--- src/rtl/mem_tg_cfg_seq.sv ---
// Hardware sequencer for one memory traffic generator: writes the TG configuration,
// starts the test, polls for completion and collects pass/fail/failure-count results.
module mem_tg_cfg_seq #(
    parameter int unsigned POLL_INTERVAL  = 64,
    parameter int unsigned TIMEOUT_CYCLES = 1 << 24
) (
    input  logic        clk,
    input  logic        rst_n,
    input  logic        start,
    input  logic [31:0] cfg_loop_count,
    input  logic [31:0] cfg_write_count,
    input  logic [31:0] cfg_read_count,
    input  logic [31:0] cfg_burst_length,
    input  logic [63:0] cfg_wr_start_addr,
    input  logic [63:0] cfg_rd_start_addr,
    input  logic [1:0]  cfg_addr_mode_wr,
    input  logic [1:0]  cfg_addr_mode_rd,
    output logic [11:0] tg_address,
    output logic        tg_write,
    output logic        tg_read,
    output logic [31:0] tg_writedata,
    input  logic [31:0] tg_readdata,
    input  logic        tg_readdatavalid,
    input  logic        tg_waitrequest,
    output logic        busy,
    output logic        done,
    output logic        pass,
    output logic        fail,
    output logic        timeout,
    output logic [63:0] fail_count
);

    localparam int unsigned PW = (POLL_INTERVAL > 1) ? $clog2(POLL_INTERVAL) : 1;
    localparam int unsigned TW = $clog2(TIMEOUT_CYCLES + 1);

    typedef enum logic [2:0] {
        S_IDLE, S_CFG_WR, S_START_WR, S_POLL_WAIT, S_POLL_RD, S_RES_RD, S_DONE
    } state_e;

    state_e         state_q, state_d;
    logic [3:0]     idx_q, idx_d;
    logic           wr_q, wr_d, rd_q, rd_d, pend_q, pend_d;
    logic [11:0]    addr_q, addr_d;
    logic [31:0]    wdata_q, wdata_d;
    logic [PW-1:0]  poll_q, poll_d;
    logic [TW-1:0]  to_cnt_q, to_cnt_d;
    logic           busy_q, busy_d, done_q, done_d;
    logic           pass_q, pass_d, fail_q, fail_d, timeout_q, timeout_d;
    logic [63:0]    fc_q, fc_d;
    logic           res_pass_q, res_pass_d, res_fail_q, res_fail_d;
    logic [31:0]    res_lo_q, res_lo_d;
    // Loop count is never latched: it is consumed as the first write on the accept edge.
    logic [31:0]    wcnt_q, wcnt_d, rcnt_q, rcnt_d, burst_q, burst_d;
    logic [63:0]    wraddr_q, wraddr_d, rdaddr_q, rdaddr_d;
    logic [1:0]     mwr_q, mwr_d, mrd_q, mrd_d;

    logic           acc, rvalid, to_hit, fin, fin_to;
    logic [3:0]     nidx;
    logic [31:0]    cfg_wdata;

    function automatic logic [11:0] cfg_addr(input logic [3:0] i);
        case (i)
            4'd0:    return 12'h008;
            4'd1:    return 12'h00C;
            4'd2:    return 12'h010;
            4'd3:    return 12'h01C;
            4'd4:    return 12'h040;
            4'd5:    return 12'h044;
            4'd6:    return 12'h048;
            4'd7:    return 12'h078;
            4'd8:    return 12'h07C;
            default: return 12'h080;
        endcase
    endfunction

    function automatic logic [11:0] res_addr(input logic [1:0] i);
        case (i)
            2'd0:    return 12'h088;
            2'd1:    return 12'h08C;
            2'd2:    return 12'h090;
            default: return 12'h094;
        endcase
    endfunction

    assign acc    = (wr_q | rd_q) & ~tg_waitrequest;
    assign rvalid = pend_q & tg_readdatavalid;
    assign to_hit = (to_cnt_q == TW'(TIMEOUT_CYCLES));
    assign nidx   = idx_q + 4'd1;

    always_comb begin
        cfg_wdata = '0;
        case (nidx)
            4'd1:    cfg_wdata = wcnt_q;
            4'd2:    cfg_wdata = rcnt_q;
            4'd3:    cfg_wdata = burst_q;
            4'd4:    cfg_wdata = wraddr_q[31:0];
            4'd5:    cfg_wdata = wraddr_q[63:32];
            4'd6:    cfg_wdata = {30'd0, mwr_q};
            4'd7:    cfg_wdata = rdaddr_q[31:0];
            4'd8:    cfg_wdata = rdaddr_q[63:32];
            4'd9:    cfg_wdata = {30'd0, mrd_q};
            default: cfg_wdata = '0;
        endcase
    end

    always_comb begin
        state_d    = state_q;
        idx_d      = idx_q;
        wr_d       = wr_q;
        rd_d       = rd_q;
        pend_d     = pend_q;
        addr_d     = addr_q;
        wdata_d    = wdata_q;
        poll_d     = poll_q;
        to_cnt_d   = to_cnt_q;
        busy_d     = busy_q;
        done_d     = 1'b0;
        pass_d     = pass_q;
        fail_d     = fail_q;
        timeout_d  = timeout_q;
        fc_d       = fc_q;
        res_pass_d = res_pass_q;
        res_fail_d = res_fail_q;
        res_lo_d   = res_lo_q;
        wcnt_d     = wcnt_q;
        rcnt_d     = rcnt_q;
        burst_d    = burst_q;
        wraddr_d   = wraddr_q;
        rdaddr_d   = rdaddr_q;
        mwr_d      = mwr_q;
        mrd_d      = mrd_q;
        fin        = 1'b0;
        fin_to     = 1'b0;

        if ((state_q == S_POLL_WAIT || state_q == S_POLL_RD) && !to_hit) begin
            to_cnt_d = to_cnt_q + TW'(1);
        end

        case (state_q)
            S_IDLE, S_DONE: begin
                if (start) begin
                    wcnt_d    = cfg_write_count;
                    rcnt_d    = cfg_read_count;
                    burst_d   = cfg_burst_length;
                    wraddr_d  = cfg_wr_start_addr;
                    rdaddr_d  = cfg_rd_start_addr;
                    mwr_d     = cfg_addr_mode_wr;
                    mrd_d     = cfg_addr_mode_rd;
                    state_d   = S_CFG_WR;
                    idx_d     = '0;
                    wr_d      = 1'b1;
                    addr_d    = 12'h008;
                    wdata_d   = cfg_loop_count;
                    busy_d    = 1'b1;
                    pass_d    = 1'b0;
                    fail_d    = 1'b0;
                    timeout_d = 1'b0;
                    fc_d      = '0;
                end
            end
            S_CFG_WR: begin
                if (acc) begin
                    if (idx_q == 4'd9) begin
                        state_d = S_START_WR;
                        addr_d  = 12'h004;
                        wdata_d = 32'd1;
                    end else begin
                        idx_d   = nidx;
                        addr_d  = cfg_addr(nidx);
                        wdata_d = cfg_wdata;
                    end
                end
            end
            S_START_WR: begin
                if (acc) begin
                    wr_d     = 1'b0;
                    to_cnt_d = '0;
                    poll_d   = '0;
                    state_d  = S_POLL_WAIT;
                end
            end
            S_POLL_WAIT: begin
                if (to_hit) begin
                    fin    = 1'b1;
                    fin_to = 1'b1;
                end else if (poll_q == PW'(POLL_INTERVAL - 1)) begin
                    state_d = S_POLL_RD;
                    rd_d    = 1'b1;
                    addr_d  = 12'h0A8;
                end else begin
                    poll_d = poll_q + PW'(1);
                end
            end
            S_POLL_RD: begin
                // A timeout during a poll still waits out that read; its completion bit is discarded.
                if (acc) begin
                    rd_d   = 1'b0;
                    pend_d = 1'b1;
                end else if (rvalid) begin
                    pend_d = 1'b0;
                    if (to_hit) begin
                        fin    = 1'b1;
                        fin_to = 1'b1;
                    end else if (tg_readdata[0]) begin
                        state_d = S_RES_RD;
                        idx_d   = '0;
                        rd_d    = 1'b1;
                        addr_d  = 12'h088;
                    end else begin
                        state_d = S_POLL_WAIT;
                        poll_d  = '0;
                    end
                end
            end
            S_RES_RD: begin
                if (acc) begin
                    rd_d   = 1'b0;
                    pend_d = 1'b1;
                end else if (rvalid) begin
                    pend_d = 1'b0;
                    case (idx_q[1:0])
                        2'd0:    res_pass_d = tg_readdata[0];
                        2'd1:    res_fail_d = tg_readdata[0];
                        2'd2:    res_lo_d   = tg_readdata;
                        default: fin        = 1'b1;
                    endcase
                    if (idx_q[1:0] != 2'd3) begin
                        idx_d  = nidx;
                        rd_d   = 1'b1;
                        addr_d = res_addr(idx_q[1:0] + 2'd1);
                    end
                end
            end
            default: state_d = S_IDLE;
        endcase

        if (fin) begin
            state_d = S_DONE;
            done_d  = 1'b1;
            busy_d  = 1'b0;
            if (fin_to) begin
                timeout_d = 1'b1;
                pass_d    = 1'b0;
                fail_d    = 1'b0;
                fc_d      = '0;
            end else begin
                pass_d = res_pass_q;
                fail_d = res_fail_q;
                fc_d   = {tg_readdata, res_lo_q};
            end
        end
    end

    always_ff @(posedge clk or negedge rst_n) begin
        if (!rst_n) begin
            state_q    <= S_IDLE;
            idx_q      <= '0;
            wr_q       <= 1'b0;
            rd_q       <= 1'b0;
            pend_q     <= 1'b0;
            addr_q     <= '0;
            wdata_q    <= '0;
            poll_q     <= '0;
            to_cnt_q   <= '0;
            busy_q     <= 1'b0;
            done_q     <= 1'b0;
            pass_q     <= 1'b0;
            fail_q     <= 1'b0;
            timeout_q  <= 1'b0;
            fc_q       <= '0;
            res_pass_q <= 1'b0;
            res_fail_q <= 1'b0;
            res_lo_q   <= '0;
            wcnt_q     <= '0;
            rcnt_q     <= '0;
            burst_q    <= '0;
            wraddr_q   <= '0;
            rdaddr_q   <= '0;
            mwr_q      <= '0;
            mrd_q      <= '0;
        end else begin
            state_q    <= state_d;
            idx_q      <= idx_d;
            wr_q       <= wr_d;
            rd_q       <= rd_d;
            pend_q     <= pend_d;
            addr_q     <= addr_d;
            wdata_q    <= wdata_d;
            poll_q     <= poll_d;
            to_cnt_q   <= to_cnt_d;
            busy_q     <= busy_d;
            done_q     <= done_d;
            pass_q     <= pass_d;
            fail_q     <= fail_d;
            timeout_q  <= timeout_d;
            fc_q       <= fc_d;
            res_pass_q <= res_pass_d;
            res_fail_q <= res_fail_d;
            res_lo_q   <= res_lo_d;
            wcnt_q     <= wcnt_d;
            rcnt_q     <= rcnt_d;
            burst_q    <= burst_d;
            wraddr_q   <= wraddr_d;
            rdaddr_q   <= rdaddr_d;
            mwr_q      <= mwr_d;
            mrd_q      <= mrd_d;
        end
    end

    assign tg_address   = addr_q;
    assign tg_write     = wr_q;
    assign tg_read      = rd_q;
    assign tg_writedata = wdata_q;
    assign busy         = busy_q;
    assign done         = done_q;
    assign pass         = pass_q;
    assign fail         = fail_q;
    assign timeout      = timeout_q;
    assign fail_count   = fc_q;

endmodule

--- config.mk ---
export PLATFORM = sky130hd
export DESIGN_NAME = mem_tg_cfg_seq
export DESIGN_NICKNAME = d
export VERILOG_FILES = /design/src/rtl/mem_tg_cfg_seq.sv
export SDC_FILE = /design/constraint.sdc
export NUM_CORES = 1
export LEC_CHECK = 0
export ABC_AREA = 1
export BUFFER_PORTS_ARGS = -buffer_cell sky130_fd_sc_hd__buf_2
export CAP_MARGIN = 5
export CORE_MARGIN = 4
export CORE_UTILIZATION = 40
export CTS_BUF_LIST = sky130_fd_sc_hd__clkbuf_4 sky130_fd_sc_hd__clkbuf_8
export DETAILED_ROUTE_END_ITERATION = 8
export PLACE_DENSITY = 0.66
export SLEW_MARGIN = 15
export SYNTH_ARGS = -nofsm -noshare
export SYNTH_HDL_FRONTEND = slang
export SYNTH_SLANG_ARGS = --single-unit
--- constraint.sdc ---
create_clock -name clk -period 2.19 [get_ports clk]
set_clock_uncertainty 0.15 [all_clocks]
set_input_delay 0.219 -clock clk [delete_from_list [all_inputs] [get_ports clk]]
set_output_delay 0.219 -clock clk [all_outputs]
set_load 0.05 [all_outputs]
==> run_results.csv <==
group,metric,value,unit
run_status,status,"complete, but fails checks",
run_status,violations,"negative setup slack",
placement,dp_worst_setup_slack,-347.2,ps
timing,rsz0062_at_grt,"yes",
layout,fin_nets,3618,
layout,fillCellCount,3950,
worst_setup_path,crit_buf_inv,3,
worst_setup_path,cp_max_fo,15,
grt,grt.met1_usage,0.3466,
min_path,hp-start,"cfg_rd_start_addr[45]",
synth,synth_top_family_by_area,"simple AND/OR/NAND/NOR gates",
worst_setup_path,path_class,"reg -> reg",
clocking,htreeDepth,3,
floorplanning,core,48150,um^2
synth,syn_area,19650,um^2
power_and_ir_drop,power_leakage,0.01541,uW
grt,grt_max_degree,82,
drt,wl_per_cell,19.82,um
drt,totalWireLength,79.82,mm
worst_setup_path,critPathArrivalTime,2580,ps
grt,grt_usage,0.2831,
worst_setup_path,endpoint_kind,"flip-flop",
grt,busiest_layer,"met2",
worst_setup_path,r2r-start,"idx_q[1]",
synth,ys_ff_latch,410,
grt,met2_usage,0.4768,
worst_setup_path,start_kind,"flip-flop",
grt,grt_antenna_before_repair,3,
synth,async_reset_ff_frac,1.000,
min_path,hold_class,"in -> reg",
layout,area_growth,49.94,%
power_and_ir_drop,worst_ir_drop_vdd,0.9307,mV
floorplanning,rows,80,
layout,final_util,0.6120,
floorplanning,num_io_pins,412,
min_path,min_to,"rdaddr_q[45]",
worst_setup_path,path_common_cell,"nand2_1",
synth,yosysWarnings,0,
grt,use_met3,0.05866,
placement,place.gp.congestion,0.9741,
timing,setup_viol,1,
synth,ys_seq_area_frac,0.5221,
floorplanning,die_width,229.7,um
timing,max_clock_freq,456.5,MHz
drt,drc_errors,0,
synth,synth_area_leaders,"dfrtp_1, nand2_1, nand3_1",
clocking,clk_pin_slew,60,ps
floorplanning,die_h,229.7,um
timing,fin_crit,2191,ps
synth,yosysTopAreaCellShare,0.5221,
synth,yosys_most_used_dff,"dfrtp_1",
worst_setup_path,r2r_cells,13,
floorplanning,die_area,52740,um^2
timing,final-max-slew-violation-count,0,
drt,first_pass_iters,6,
flow_run,drv_cap,0,
synth,synth.avg_cell_area,7.874,um^2
clocking,cts.sinks,410,
clocking,cts_root_buf,"clkbuf_8",
power_and_ir_drop,finalPower,34530,uW
synth,synth_xor_area_frac,0.007576,
layout,stdcell_count,4027,
worst_setup_path,required,2570,ps
grt,overflow,0,
clocking,clockBufferDepth,3,
worst_setup_path,crit_path_cell_trace,"ha_4, inv_4, nand2_1, nand2_4, nor2_4, buf_4, clkbuf_16, nand3_1, nand2_1, nor2_2, nand2_1, nand2_1, a21oi_1",
drt,vias_per_cell,5.294,
synth,synth_compound_gate_area_share,0.05660,
timing,period_share,1.000,
floorplanning,start_util,0.4082,
placement,port_buffers,405,
synth,yosys.cell_count.top_type,"nand2_1",
drt,vias,21320,
synth,synthMuxAreaShare,0.01776,
clocking,numCtsBuffers,72,
placement,dp_hpwl,49.15,mm
grt,grt_pass1_wl,118.0,mm
worst_setup_path,rrSetupSlack,-0.7,ps
worst_setup_path,slowest_delay,440,ps
placement,dp.cells,3532,
min_path,whs_path_depth,4,
synth,yosysTopAreaCell,"dfrtp_1",
grt,grt_pass1_vias,21202,
synth,synth.top_cells.by_count,"nand2_1, dfrtp_1, nor2_1, nand3_1",
synth,synth-simple-area-share,0.3262,
worst_setup_path,slowest_stage,"dfrtp_2",
layout,regArea,10260,um^2
synth,synth_edf_count,0,
clocking,clk_latency,680,ps
timing,fin_ws,-0.7228,ps
clocking,cts_tree,"yes",
timing,hold_viol_final,0,
drt,drt-initial-drc-count,2018,
layout,drive_above_1_share,0.2706,
synth,synth_cells,2496,
synth,synthAdderAreaFrac,0.006367,
layout,multi_input_area,8761,um^2
synth,synth_cell_types,40,
drt,ant_nets,0,
worst_setup_path,cp_top_family,"simple AND/OR/NAND/NOR gates",
timing,whs,135.4,ps
worst_setup_path,r2r-end,"tg_writedata[4]",
power_and_ir_drop,p_per_area,1172,nW/um^2
## final cells by class
cell class,count,share of cell area
diodes,4,0.0003397
multi-input cells,1812,0.2973
clock buffers,114,0.04985
repair buffers,885,0.2539
flip-flops and latches,410,0.3483
inverters,130,0.01728
well taps,656,0.02785
clock inverters,16,0.005095
## where the power goes
group	switching, uW	internal, uW	leakage (uW)
Combinational	9330	5050	0.00934
Sequential	1890	10300	0.00520
Clock	3410	4520	0.000867
## metal layers
layer | vias up | part of all wire
li1 | 9640 | -
met1 | 10190 | 0.37
met2 | 1190 | 0.49
met3 | 300 | 0.082
met4 | 0 | 0.056
met5 | - | 0
## layout by cell type (no fill, tap or decap), drive strengths merged
master          n
inv           134
nand3         174
xor2           15
ha             10
conb            6
o31ai           5
nand2        1012
diode           4
dfrtp         410
a21oi          80
nand4         117
nor3b           2
nor3           12
o22ai           2
mux2           31
a22oi           1
bufbuf          1
bufinv          2
xnor2           2
nor2          217
clkbuf        134
clkinv         10
o21bai          2
and2            1
o211ai          1
dlygate4sd3   299
nand3b          1
o21ai         115
or2             2
a21boi          1
buf           565
a211oi          3
## logic make-up (layout without fill, tap and decap cells)
family,count (synthesis),after routing
multiplexers,31,31
flip-flops,410,410
buffers and inverters,281,1145
AO/OA/AOI/OAI,210,210
other,1,10
adder cells (fa/ha/maj),10,10
AND/OR/NAND/NOR,1536,1538
XOR/XNOR,17,17
## worst min-delay path, cell delays in order
cell,delay [ps]
dlygate4sd3_1,510
buf_2,100
nand2_1,40
o21ai_0,50
## worst max path at each step
stage                         from                to  cells after the start
final                     idx_q[1]   tg_writedata[4]                     13
after global routing      idx_q[1]   tg_writedata[4]                     13
after CTS                 idx_q[0]   tg_writedata[4]                     13
after floorplan           idx_q[0]  tg_writedata[18]                     10
after detailed placement  idx_q[0]   tg_writedata[4]                     10
after global placement    idx_q[0]  tg_writedata[24]                     11
## timing repair
action / 4_1_cts / 5_1_grt
gates resized for setup: 54 / 152
endpoints found under the hold margin: 743 / 0
cloned: 4 / 24
buffers inserted: 15 / 20
endpoints found under the setup margin: 108 / 276
pin swaps: 11 / 39
hold buffers: 300 / 0
## flip-flops by register name, summed over array words and instances, names as in the netlist, 2 cells and up
| name | cells |
|---|---|
| tg_writedata | 32 |
| fail_count | 64 |
| rdaddr_q | 64 |
| idx_q | 4 |
| to_cnt_q | 25 |
| mwr_q | 2 |
| burst_q | 32 |
| wcnt_q | 32 |
| state_q | 3 |
| wraddr_q | 64 |
| mrd_q | 2 |
| res_lo_q | 32 |
| tg_address | 6 |
| rcnt_q | 32 |
| poll_q | 6 |
## per-stage QoR
step / area, um^2 / setup TNS, ps
after floorplan: 19670 / 0
after detailed placement: 23130 / -15390
after CTS: 28180 / -29.47
after global placement: 23130 / -9701
after global routing: 29460 / -1452
final: 29470 / -0.7228
No activity file was read; power rests on OpenSTA's default activity.
